<file path="config.mk">
export PLATFORM = sky130hd
export DESIGN_NAME = alu_multiciclo
export DESIGN_NICKNAME = d
export VERILOG_FILES = /design/src/rtl/alu_multiciclo.sv
export SDC_FILE = /design/constraint.sdc
export NUM_CORES = 1
export LEC_CHECK = 0
export ABC_AREA = 1
export CORE_MARGIN = 8
export CORE_UTILIZATION = 45
export DETAILED_ROUTE_END_ITERATION = 12
export GPL_ROUTABILITY_DRIVEN = 0
export PLACE_DENSITY = 0.68
export SLEW_MARGIN = 20
export SYNTH_ARGS = -nofsm -noshare
export SYNTH_HDL_FRONTEND = slang
export SYNTH_SLANG_ARGS = --single-unit
</file>
<file path="constraint.sdc">
create_clock -name clk -period 4.7 [get_ports clk]
set_clock_uncertainty 0.2 [all_clocks]
set_input_delay 0.94 -clock clk [delete_from_list [all_inputs] [get_ports clk]]
set_output_delay 0.94 -clock clk [all_outputs]
set_load 0.02 [all_outputs]
</file>
<file path="src/rtl/alu_multiciclo.sv">
// alu_multiciclo: registered multicycle ALU for the execute stage.
// Single-cycle ops (logic, add/sub, compares) finish at the accepting edge.
// MUL/MULHU use a shift-add multiplier and DIVU/REMU a restoring divider.
// Both run one step per cycle for WIDTH cycles, then spend a FIN cycle writing the result.
// The divider is only built when the ALU_DIV_EN macro is defined.
// Without it, 1010/1011 behave as unused opcodes (single-cycle, result 0).
//
// Ports:
//   clk        rising-edge clock
//   reset      asynchronous active-high reset
//   start      request; sampled only while busy=0
//   Ope1/Ope2  operands, captured on an accepted start
//   AluOp      4-bit operation select, captured on an accepted start
//   Resultado  registered result; holds until the next done
//   zero       registered Resultado==0
//   overflow   registered signed overflow of ADD/SUB
//   div0       registered divide-by-zero flag for DIVU/REMU
//   busy       multicycle operation in progress
//   done       one-cycle pulse; result outputs valid
module alu_multiciclo #(
  parameter int unsigned WIDTH = 32
) (
  input  logic             clk,
  input  logic             reset,
  input  logic             start,
  input  logic [WIDTH-1:0] Ope1,
  input  logic [WIDTH-1:0] Ope2,
  input  logic [3:0]       AluOp,
  output logic [WIDTH-1:0] Resultado,
  output logic             zero,
  output logic             overflow,
  output logic             div0,
  output logic             busy,
  output logic             done
);

  localparam int unsigned CW = (WIDTH > 1) ? $clog2(WIDTH) : 1;

  typedef enum logic [1:0] {
    S_IDLE = 2'd0,
    S_MUL  = 2'd1,
`ifdef ALU_DIV_EN
    S_DIV  = 2'd2,
`endif
    S_FIN  = 2'd3
  } state_t;

  state_t           state, state_next;
  logic [CW-1:0]    cnt;
  logic [WIDTH-1:0] acc_hi, acc_lo, opb;
  logic             hi_sel, div0_pend;

  logic [WIDTH-1:0] sum, diff, alu_res, fin_res;
  logic             alu_ovf, start_mul, start_div, last_step;
  logic [WIDTH:0]   mul_sum;
`ifdef ALU_DIV_EN
  logic [WIDTH:0]   div_shift, div_diff;
  logic             div_ge;
`endif

  // Single-cycle datapath
  always_comb begin
    sum     = Ope1 + Ope2;
    diff    = Ope1 - Ope2;
    alu_res = '0;
    alu_ovf = 1'b0;
    case (AluOp)
      4'b0000: alu_res = Ope1 & Ope2;
      4'b0001: alu_res = Ope1 | Ope2;
      4'b0010: begin
        alu_res = sum;
        alu_ovf = (Ope1[WIDTH-1] == Ope2[WIDTH-1]) && (sum[WIDTH-1] != Ope1[WIDTH-1]);
      end
      4'b0011: alu_res = Ope1 ^ Ope2;
      4'b0100: alu_res = ~(Ope1 | Ope2);
      4'b0101: alu_res = {{(WIDTH-1){1'b0}}, (Ope1 < Ope2)};
      4'b0110: begin
        alu_res = diff;
        alu_ovf = (Ope1[WIDTH-1] != Ope2[WIDTH-1]) && (diff[WIDTH-1] != Ope1[WIDTH-1]);
      end
      4'b0111: alu_res = {{(WIDTH-1){1'b0}}, ($signed(Ope1) < $signed(Ope2))};
      default: alu_res = '0;
    endcase
  end

  always_comb begin
    start_mul = start && (AluOp[3:1] == 3'b100);
`ifdef ALU_DIV_EN
    start_div = start && (AluOp[3:1] == 3'b101);
`else
    start_div = 1'b0;
`endif
    last_step = (cnt == CW'(WIDTH - 1));
    // The MULHU/REMU result sits in acc_hi and the MUL/DIVU result in acc_lo.
    // AluOp[0] picks between them.
    fin_res   = hi_sel ? acc_hi : acc_lo;
    // Shift-add step: conditionally add B to the high half, then shift the whole product right.
    mul_sum   = {1'b0, acc_hi} + (acc_lo[0] ? {1'b0, opb} : '0);
  end

`ifdef ALU_DIV_EN
  // Restoring step: the partial remainder shifts in the next dividend bit.
  // A missing borrow means the trial subtraction fits.
  // Divisor 0 yields all-ones quotient and remainder = dividend.
  always_comb begin
    div_shift = {acc_hi, acc_lo[WIDTH-1]};
    div_diff  = div_shift - {1'b0, opb};
    div_ge    = ~div_diff[WIDTH];
  end
`endif

  // State register
  always_ff @(posedge clk or posedge reset) begin
    if (reset) state <= S_IDLE;
    else       state <= state_next;
  end

  // Next-state logic
  always_comb begin
    state_next = state;
    case (state)
      S_IDLE: begin
        if (start_mul) state_next = S_MUL;
`ifdef ALU_DIV_EN
        else if (start_div) state_next = S_DIV;
`endif
      end
      S_MUL:   if (last_step) state_next = S_FIN;
`ifdef ALU_DIV_EN
      S_DIV:   if (last_step) state_next = S_FIN;
`endif
      S_FIN:   state_next = S_IDLE;
      default: state_next = S_IDLE;
    endcase
  end

  // Output logic
  always_comb begin
    busy = (state != S_IDLE);
  end

  // Datapath and result registers
  always_ff @(posedge clk or posedge reset) begin
    if (reset) begin
      Resultado <= '0;
      zero      <= 1'b1;
      overflow  <= 1'b0;
      div0      <= 1'b0;
      done      <= 1'b0;
      cnt       <= '0;
      acc_hi    <= '0;
      acc_lo    <= '0;
      opb       <= '0;
      hi_sel    <= 1'b0;
      div0_pend <= 1'b0;
    end else begin
      done <= 1'b0;
      case (state)
        S_IDLE: begin
          if (start_mul || start_div) begin
            acc_hi    <= '0;
            acc_lo    <= Ope1;
            opb       <= Ope2;
            hi_sel    <= AluOp[0];
            cnt       <= '0;
            div0_pend <= start_div && (Ope2 == '0);
          end else if (start) begin
            Resultado <= alu_res;
            zero      <= (alu_res == '0);
            overflow  <= alu_ovf;
            div0      <= 1'b0;
            done      <= 1'b1;
          end
        end
        S_MUL: begin
          {acc_hi, acc_lo} <= {mul_sum, acc_lo[WIDTH-1:1]};
          cnt <= last_step ? '0 : cnt + 1'b1;
        end
`ifdef ALU_DIV_EN
        S_DIV: begin
          acc_hi <= div_ge ? div_diff[WIDTH-1:0] : div_shift[WIDTH-1:0];
          acc_lo <= {acc_lo[WIDTH-2:0], div_ge};
          cnt    <= last_step ? '0 : cnt + 1'b1;
        end
`endif
        S_FIN: begin
          Resultado <= fin_res;
          zero      <= (fin_res == '0);
          overflow  <= 1'b0;
          div0      <= div0_pend;
          done      <= 1'b1;
        end
        default: ;
      endcase
    end
  end

endmodule

</file>
==> results.toml <==
[outcome]
status = "completed"

[pwr]
power.density_nw_per_um2 = 368.5
p_leak_nw = 9.181
peakVddDrop_mv = 0.2299

[logic_synthesis]
ys_warn_count = 0
synth_top_area_share_pct = 22.79
synth_edf_count = 0
syn_inst = 2479
seq_area_frac_synth_pct = 22.96
synth_area_um2 = 15160
ys_top_cells_by_area = "dfrtp_1, nand2_1, ha_1"
ys_types = 59
synth.avg_cell_area_um2 = 6.114
ys_async_sr_fraction_pct = 100.0
yosys.area.top_type = "dfrtp_1"
ys_ff_latch = 139
synth_nets = 2689
synth_flop_cell = "dfrtp_1"

[die]
core_um2 = 33360
ios = 108
die_area_um2 = 39810
die_w_um = 199.5
initial_core_util_pct = 45.42
die_y_um = 199.5
row_count = 67

[drt]
drt_first_iter_violations = 2084
ant_nets = 0
vias_per_cell = 5.694
dr.pass1.iters = 8
drc = 0
routed_wl_um = 57250
wl_per_cell_um = 19.05
vias = 17110

[clock_network]
numCtsBuffers = 17
clk_pin_slew_ns = 0.06
cts_resized = 0
clk-insertion-delay-late_ns = 0.44
holdBufCountCts = 0
cts-root-buf = "clkbuf_16"
clockBufferDepth = 2
post-cts-setup-buffers = 0
htreeDepth = 4
cts_sinks = 139
cts_tree = "yes"

[layout]
stdcell_area_um2 = 17250
drive_above_1_share_pct = 5.201
stdcell_count = 3005
antenna_cells = 0
final_cell_mix = "nand2_1, inv_1, nor2_1, o21ai_0, nand3_1"
final_common_cell = "nand2_1"
final_nets = 2754
area_growth_pct = 13.83
final_util_pct = 51.71
n_fill_cell = 3433

[sta]
relSlewSlack_pct = 40.10
fin_tns_setup_ns = 0
post-route-period-util_pct = 88.31
fmax_mhz = 240.9
setup_ws_ns = 0.5495
hold_viol = 0
period_needed_ns = 4.151
max_slew.worst_pin.slew_ns = 0.8985
setup_viol = 0
rsz0062_at_grt = "false"
finalMaxSlewViolations = 0

[hold_path]
hp-start = "opb[30]"
min_path_type = "flop to flop"

[global_routing]
globalRouteMet3Util_pct = 3.924
met1_usage_pct = 37.85
busiest_layer = "met2"
grt_pass1_vias = 16090
use_met2_pct = 44.94
grt_pass1_wl_um = 88140
grt_max_degree = 112
grt.total_usage_pct = 28.52
overflow = 0
antenna_found_initial = 0

[setup_path]
path_class = "input port to flop"
arrival_ns = 4.31
cp-start-kind = "input port"
cp_max_fo = 11
critPathCaptureType = "flop"
crit_required_ns = 4.86
reg2reg_from = "acc_lo[0]"
cp-startpoint = "Ope1[13]"

[place]
dp_hpwl_um = 45410
placed_cells = 2973
pre_cts_ws_ns = 0.3291
post_dp_cell_area_um2 = 16570
port_buffers = 106

[flow_run]
drv_cap = 0
-- registers in the layout, indices dropped and copies added, names as in the netlist --
name       flops
Resultado     32
acc_hi        32
acc_lo        32
cnt            5
done           1
hi_sel         1
opb           32
overflow       1
state          2
zero           1
-- metrics by stage --
stage / hold WS (ns) / power, mW
6_report: 0.2877 / 6.357
4_1_cts: 0.2871 / 6.309
5_1_grt: 0.3102 / 6.757
3_5_place_dp: 0.2720 / 4.736
3_3_place_gp: 0.2678 / 4.691
2_1_floorplan: 0.2529 / 3.710
-- cell usage after synthesis (11+ instances only) --
cell,n
a211oi_1,13
a21oi_1,139
a22o_1,16
buf_2,22
buf_4,13
clkbuf_1,45
dfrtp_1,138
ha_1,136
inv_1,393
inv_2,11
nand2_1,698
nand2_2,11
nand3_1,149
nand4_1,35
nor2_1,246
nor3_1,24
o211ai_1,33
o21ai_0,210
o21ai_1,18
o22ai_1,13
-- worst max-delay path, stage by stage --
cell and delay [ns]:
clkdlybuf4s50_1 0.63, inv_1 0.08, ha_1 0.54, nand2_1 0.12
inv_1 0.08, nand2_1 0.11, nor2_1 0.30, nand4_1 0.29
nand3_1 0.17, nand2_1 0.06, nand3_1 0.10, nand3_1 0.22
nor2_1 0.20, nand3_1 0.12, nor2_1 0.13, nand3_1 0.10
a21oi_2 0.12
-- kinds of logic after synthesis --
group | count (synthesis) | synth area share, %
AND/OR/NAND/NOR | 1202 | 33.09
flip-flops | 139 | 22.96
AO/OA/AOI/OAI | 490 | 18.53
buffers and inverters | 501 | 13.37
XOR/XNOR | 7 | 0.4045
other | 1 | 0.02474
adder cells (fa/ha/maj) | 139 | 11.62
-- area by class of cell --
class                           count  area (µm²)  area share, %
Multi-Input combinational cell   1839        9664          56.02
Sequential cell                   139        3480          20.17
Clock buffer                       23       498.0          2.887
Inverter                          409        1541          8.935
Tap cell                          448       560.5          3.249
Timing Repair Buffer              138        1326          7.688
Clock inverter                      9       181.4          1.052
-- final timing paths --
kind,end,slack (ns),depth (start not counted)
max,zero,0.55,17
min,opb[30],0.29,2
max reg2reg,acc_hi[22],1.29,13
min reg2reg,opb[30],0.29,2
max in group asynchronous,opb[30],2.93,3
min in group asynchronous,cnt[4],0.79,3
-- routing by layer --
layer | wire, µm | share of wire, %
met5 | 0 | 0
met4 | 3192 | 5.6
met3 | 5620 | 9.8
met2 | 24980 | 44
met1 | 23450 | 41
-- where the power goes --
group          total (mW)  internal, mW  switching, mW
registers            1.91          1.59          0.322
clock network        1.56          1.02          0.543
logic                2.89         0.978           1.91
total                6.36          3.58           2.78
No activity file was read; power rests on OpenSTA's default activity.
